**src/rtl/hier_tree_node_if.sv**
```systemverilog
`default_nettype none
// ==================================================================
// hier_tree_node_if : parent/child handshake bundle of one tree node.
// Rev 1.0
// ==================================================================
interface hier_tree_node_if #(
   parameter int N_CHILD = 5,
   parameter int TMO_W   = 16
);
   localparam int CW = (N_CHILD > 1) ? $clog2(N_CHILD) : 1;

   logic               start_i;
   logic [TMO_W-1:0]   tmo_limit_i;
   logic [N_CHILD-1:0] child_start_o;
   logic [N_CHILD-1:0] child_done_i;
   logic               busy_o;
   logic               done_o;
   logic               err_o;
   logic [N_CHILD-1:0] done_mask_o;
   logic [CW-1:0]      cur_child_o;

   modport slave (
      input  start_i, tmo_limit_i, child_done_i,
      output child_start_o, busy_o, done_o, err_o, done_mask_o, cur_child_o
   );

   modport master (
      output start_i, tmo_limit_i, child_done_i,
      input  child_start_o, busy_o, done_o, err_o, done_mask_o, cur_child_o
   );
endinterface
`default_nettype wire

```
**src/rtl/hier_tree_node.sv**
```systemverilog
`default_nettype none
// ==================================================================
// hier_tree_node : sequenced tree node, launches children in parallel or
// in order, collects dones under a per-phase timeout. Rev 1.0
// ==================================================================
module hier_tree_node #(
   parameter int N_CHILD  = 5,
   parameter int MODE_SEQ = 0,
   parameter int TMO_W    = 16
) (
   input  logic            clk,
   input  logic            rst,
   hier_tree_node_if.slave bus
);
   localparam int CW = (N_CHILD > 1) ? $clog2(N_CHILD) : 1;

   typedef enum logic [1:0] {
      S_IDLE   = 2'd0,
      S_LAUNCH = 2'd1,
      S_WAIT   = 2'd2,
      S_FIN    = 2'd3
   } state_t;

   state_t             state_q, state_d;
   logic [TMO_W-1:0]   cnt_q, cnt_d;
   logic [CW-1:0]      idx_q, idx_d;
   logic [N_CHILD-1:0] mask_q, mask_d;
   logic               err_q, err_d;

   logic [N_CHILD-1:0] w_cap;
   logic [N_CHILD-1:0] w_start;
   logic               w_complete;
   logic               w_last;
   logic               w_tmo;

   if (MODE_SEQ != 0) begin : g_seq
      logic [N_CHILD-1:0] w_onehot;
      // Only the child currently served may contribute to the mask.
      assign w_onehot   = N_CHILD'(1) << idx_q;
      assign w_cap      = bus.child_done_i & w_onehot;
      assign w_complete = |((mask_q | w_cap) & w_onehot);
      assign w_start    = w_onehot;
      assign w_last     = (idx_q == CW'(N_CHILD - 1));
   end else begin : g_par
      assign w_cap      = bus.child_done_i;
      assign w_complete = &(mask_q | w_cap);
      assign w_start    = '1;
      assign w_last     = 1'b1;
   end

   assign w_tmo = (bus.tmo_limit_i != '0) && (cnt_q == bus.tmo_limit_i - TMO_W'(1));

   always_ff @(posedge clk or posedge rst) begin
      if (rst) begin
         state_q <= S_IDLE;
         cnt_q   <= '0;
         idx_q   <= '0;
         mask_q  <= '0;
         err_q   <= 1'b0;
      end else begin
         state_q <= state_d;
         cnt_q   <= cnt_d;
         idx_q   <= idx_d;
         mask_q  <= mask_d;
         err_q   <= err_d;
      end
   end

   always_comb begin
      state_d = state_q;
      cnt_d   = cnt_q;
      idx_d   = idx_q;
      mask_d  = mask_q;
      err_d   = err_q;
      case (state_q)
         S_IDLE: begin
            if (bus.start_i) begin
               mask_d  = '0;
               idx_d   = '0;
               err_d   = 1'b0;
               state_d = S_LAUNCH;
            end
         end
         S_LAUNCH: begin
            cnt_d  = '0;
            mask_d = mask_q | w_cap;
            // A child may answer in its own launch cycle; no wait phase then.
            if (w_complete) begin
               if (w_last) begin
                  state_d = S_FIN;
               end else begin
                  idx_d   = idx_q + CW'(1);
                  state_d = S_LAUNCH;
               end
            end else begin
               state_d = S_WAIT;
            end
         end
         S_WAIT: begin
            mask_d = mask_q | w_cap;
            if (cnt_q != '1) begin
               cnt_d = cnt_q + TMO_W'(1);
            end
            if (w_complete) begin
               if (w_last) begin
                  state_d = S_FIN;
               end else begin
                  idx_d   = idx_q + CW'(1);
                  state_d = S_LAUNCH;
               end
            end else if (w_tmo) begin
               err_d   = 1'b1;
               state_d = S_FIN;
            end
         end
         S_FIN: begin
            state_d = S_IDLE;
         end
         default: begin
            state_d = S_IDLE;
         end
      endcase
   end

   assign bus.child_start_o = (state_q == S_LAUNCH) ? w_start : '0;
   assign bus.busy_o        = (state_q != S_IDLE);
   assign bus.done_o        = (state_q == S_FIN);
   assign bus.err_o         = err_q;
   assign bus.done_mask_o   = mask_q;
   assign bus.cur_child_o   = idx_q;
endmodule
`default_nettype wire

```
**src/flat_wrapper.sv**
```systemverilog
// flat-port wrapper written by rule: the top's interface ports become plain ports
module hier_tree_node_flat 
#(
   parameter int N_CHILD  = 5,
   parameter int MODE_SEQ = 0,
   parameter int TMO_W    = 16
)
  (clk, rst, bus_start_i, bus_tmo_limit_i, bus_child_done_i, bus_child_start_o, bus_busy_o, bus_done_o, bus_err_o, bus_done_mask_o, bus_cur_child_o);
  hier_tree_node_if #(.N_CHILD(N_CHILD), .TMO_W(TMO_W)) bus_i ();
  input  logic clk;
  input  logic rst;
  input wire logic [$bits(bus_i.start_i)-1:0] bus_start_i;
  input wire logic [$bits(bus_i.tmo_limit_i)-1:0] bus_tmo_limit_i;
  input wire logic [$bits(bus_i.child_done_i)-1:0] bus_child_done_i;
  output wire logic [$bits(bus_i.child_start_o)-1:0] bus_child_start_o;
  output wire logic [$bits(bus_i.busy_o)-1:0] bus_busy_o;
  output wire logic [$bits(bus_i.done_o)-1:0] bus_done_o;
  output wire logic [$bits(bus_i.err_o)-1:0] bus_err_o;
  output wire logic [$bits(bus_i.done_mask_o)-1:0] bus_done_mask_o;
  output wire logic [$bits(bus_i.cur_child_o)-1:0] bus_cur_child_o;
  assign bus_i.start_i = bus_start_i;
  assign bus_i.tmo_limit_i = bus_tmo_limit_i;
  assign bus_i.child_done_i = bus_child_done_i;
  assign bus_child_start_o = bus_i.child_start_o;
  assign bus_busy_o = bus_i.busy_o;
  assign bus_done_o = bus_i.done_o;
  assign bus_err_o = bus_i.err_o;
  assign bus_done_mask_o = bus_i.done_mask_o;
  assign bus_cur_child_o = bus_i.cur_child_o;
  hier_tree_node #(.N_CHILD(N_CHILD), .MODE_SEQ(MODE_SEQ), .TMO_W(TMO_W)) u_core (.clk(clk), .rst(rst), .bus(bus_i));
endmodule
```
**config.mk**
```make
export PLATFORM = sky130hd
export DESIGN_NAME = hier_tree_node_flat
export DESIGN_NICKNAME = d
export VERILOG_FILES = /design/src/rtl/hier_tree_node_if.sv /design/src/rtl/hier_tree_node.sv /design/src/flat_wrapper.sv
export SDC_FILE = /design/constraint.sdc
export NUM_CORES = 1
export LEC_CHECK = 0
export BUFFER_PORTS_ARGS = -buffer_cell sky130_fd_sc_hd__buf_4
export CAP_MARGIN = 15
export CORE_MARGIN = 5
export CORE_UTILIZATION = 30
export CTS_CLUSTER_SIZE = 8
export DETAILED_ROUTE_END_ITERATION = 8
export HOLD_SLACK_MARGIN = 0.08
export SETUP_SLACK_MARGIN = 0.02
export SLEW_MARGIN = 5
export SYNTH_ARGS = -nofsm -noshare
export SYNTH_HDL_FRONTEND = slang
export SYNTH_SLANG_ARGS = --single-unit
```
**constraint.sdc**
```tcl
create_clock -name clk -period 5.55 [get_ports clk]
set_clock_uncertainty 0.15 [all_clocks]
set_input_delay 0.555 -clock clk [delete_from_list [all_inputs] [get_ports clk]]
set_output_delay 0.555 -clock clk [all_outputs]
set_load 0.01 [all_outputs]
```
==> results_dict.tcl <==
set metrics [dict create \
    crit_type "primary input to flop" \
    start_util 0.3047 \
    finalSetupViolCount 0 \
    required_ns 5.58 \
    max_cap_violations 0 \
    yosysMostFrequentCell "nor2_1" \
    routedWlPerCell_um 14.42 \
    place_hpwl_um 3840 \
    mappedNetlistArea_um2 2047 \
    drc 0 \
    tightest_slew_ns 1.055 \
    outcome "finished, final reports clean" \
    end_kind "flop" \
    synthAdderAreaFrac 0.03667 \
    finalHoldViolations 0 \
    h-tree-depth 1 \
    vdd_drop_max_v 0.0002862 \
    nFillCells 705 \
    power_density_nw_per_um2 316.4 \
    fin_nets 293 \
    fin_ws_ns 2.729 \
    synth.distinct_cells 55 \
    synth-simple-area-share 0.2744 \
    final_cells 341 \
    die-area_um2 8575 \
    p_leak_nw 1.004 \
    cpMostUsedCell "a211oi_2" \
    area_growth_pct 16.44 \
    hp-class "primary input to async pin" \
    critPathLaunchType "primary input" \
    grt_pass1_vias 1749 \
    hold-worst-slack_ns 0.1209 \
    regArea_um2 600.6 \
    yosys.area.top_type_share 0.2934 \
    layout-drive-gt1-share 0.2222 \
    grt_pass1_wl_um 8238 \
    fin_setup_tns_ns 0 \
    drv_slew 0 \
    fmax_mhz 354.4 \
    critical_path.max_stage_delay_ns 0.62 \
    synth_edf_count 0 \
    wirelength_um 4916 \
    grt-ovfl-total 0 \
    antenna_cells 0 \
    grt_max_degree 25 \
    ctsHoldBuffers 0 \
    ys_warn_count 0 \
    synth_compound_area_frac 0.1656 \
    min_period_ns 2.821 \
    dp_cells 337 \
    dr_total_vias 1778 \
    ys_ff_latch 24 \
    io_pins 40 \
    multiInputGateArea_um2 1310 \
    yosys-top-cells-count "nor2_1, dfrtp_1, xor2_1" \
    synth_cells 237 \
    cts_buffer_depth 2 \
    synthMuxAreaShare 0.01650 \
    crit_arrival_ns 2.86 \
    cts_made_buffers 3 \
    slowest_stage "or4b_1" \
    postSynthAreaPerCell_um2 8.637 \
    firstDrtPassIters 4 \
    gp_congestion 0.8283 \
    vias_per_cell 5.214 \
    path_clk_slew_ns 0.09 \
    fin_crit_sh 0.5084 \
    die_y_um 92.60 \
    row_count 30 \
    post-place-ws_ns 2.439 \
    grt_use_total 0.1179 \
    synth_xor_area_frac 0.1412 \
    rsz0062_at_grt "no" \
    antenna_found_initial 0 \
    io_buffers 36 \
    core_um2 6719 \
    synth_top_area_cell "dfrtp_1" \
    final_antenna_net_count 0 \
    slew_headroom 0.2949 \
    async_reset_ff_frac 1.000 \
    chipWidth_um 92.60 \
    insertion_delay_ns 0.27 \
    worstPathCellList "buf_4, inv_1, ha_1, or4b_1, nor4b_2, xnor2_1, o211ai_2, nor4_4, a211oi_2, a211oi_2" \
    seq_area_frac_synth 0.2934 \
    clock-root-buffer "clkbuf_8" \
    drt_iter0_drc 64 \
    yosys_most_used_dff "dfrtp_1" \
    cts_tree "done" \
    cts.sinks 24 \
    cts_setup_buffers 0 \
    ctsResizeCount 0 \
    synth_top_family_by_area "simple AND/OR/NAND/NOR gates" \
    path_max_fanout 6 \
    synth_area_leaders "dfrtp_1, xor2_1, xnor2_1, nor2_1, ha_1" \
]
-- power breakdown --
part	switching [mW]	internal (mW)
Combinational	0.215	0.174
Sequential	0.0457	0.211
Clock	0.0599	0.0487
-- placed cells by master (no fill, tap or decap), drive strengths merged, types with 9 or more instances in the layout --
master,n
o21ai,9
nor2,27
xor2,18
xnor2,15
dfrtp,24
nand3,9
a21oi,12
buf,37
inv,9
nand2,14
-- worst max-delay path: cells and delay by family --
family                     cells  cell delay [ns]
xor gates and xnor gates       1             0.17
buffers and inverters          2             0.17
AOI/OAI and AO/OA              3             0.42
and+or+nand+nor                3             1.30
adders and majority gates      1             0.24
-- logic make-up (layout without fill, tap and decap cells) --
group	after synthesis	after routing
AO/OA/AOI/OAI	48	48
XOR/XNOR	33	33
multiplexers	3	3
adder cells (fa/ha/maj)	6	6
flip-flops	24	24
buffers and inverters	27	49
other	1	3
AND/OR/NAND/NOR	95	95
-- flip-flops by register name, summed over array words and instances, names as in the netlist --
register / cells
u_core.cnt_q: 16
u_core.bus.done_mask_o: 5
u_core.state_q: 2
u_core.bus.err_o: 1
-- metal layers --
metal | global-route usage | wire [um] | vias up
met5 | 0 | 0 | -
met4 | 0.02104 | 33 | 0
met3 | 0.03331 | 304 | 4
met2 | 0.1849 | 2163 | 52
met1 | 0.1628 | 2415 | 836
li1 | - | - | 886
-- cell type report --
cell class | count | area share
clock buffer | 3 | 0.01732
inverter | 9 | 0.01417
tap | 80 | 0.04199
sequential | 24 | 0.2520
timing repair buffer | 37 | 0.1249
multi-input combinational | 188 | 0.5496
-- through the flow --
stage	util	power, mW	cell area [um2]
4_1_cts	0.3507	0.7595	2356
3_3_place_gp	0.3445	0.6447	2315
3_5_place_dp	0.3445	0.6492	2315
2_1_floorplan	-	0.5308	2054
5_1_grt	0.3547	0.8223	2384
6_report	0.3547	0.7542	2384
-- final timing paths --
path / from / to / slack (ns) / depth (start not counted)
max: bus_tmo_limit_i[0] / u_core.state_q[0]$_DFFE_PP0P_ / 2.73 / 10
min: rst / u_core.cnt_q[10]$_DFFE_PP0P_ / 0.12 / 2
max reg2reg: u_core.cnt_q[6]$_DFFE_PP0P_ / u_core.cnt_q[14]$_DFFE_PP0P_ / 3.07 / 7
min reg2reg: u_core.bus.err_o$_DFFE_PP0P_ / u_core.bus.err_o$_DFFE_PP0P_ / 0.38 / 2
max in group asynchronous: rst / u_core.bus.done_mask_o[3]$_DFFE_PP0P_ / 4.70 / 3
min in group clk: u_core.bus.err_o$_DFFE_PP0P_ / u_core.bus.err_o$_DFFE_PP0P_ / 0.38 / 2
Power figures use the tool's default switching activity.
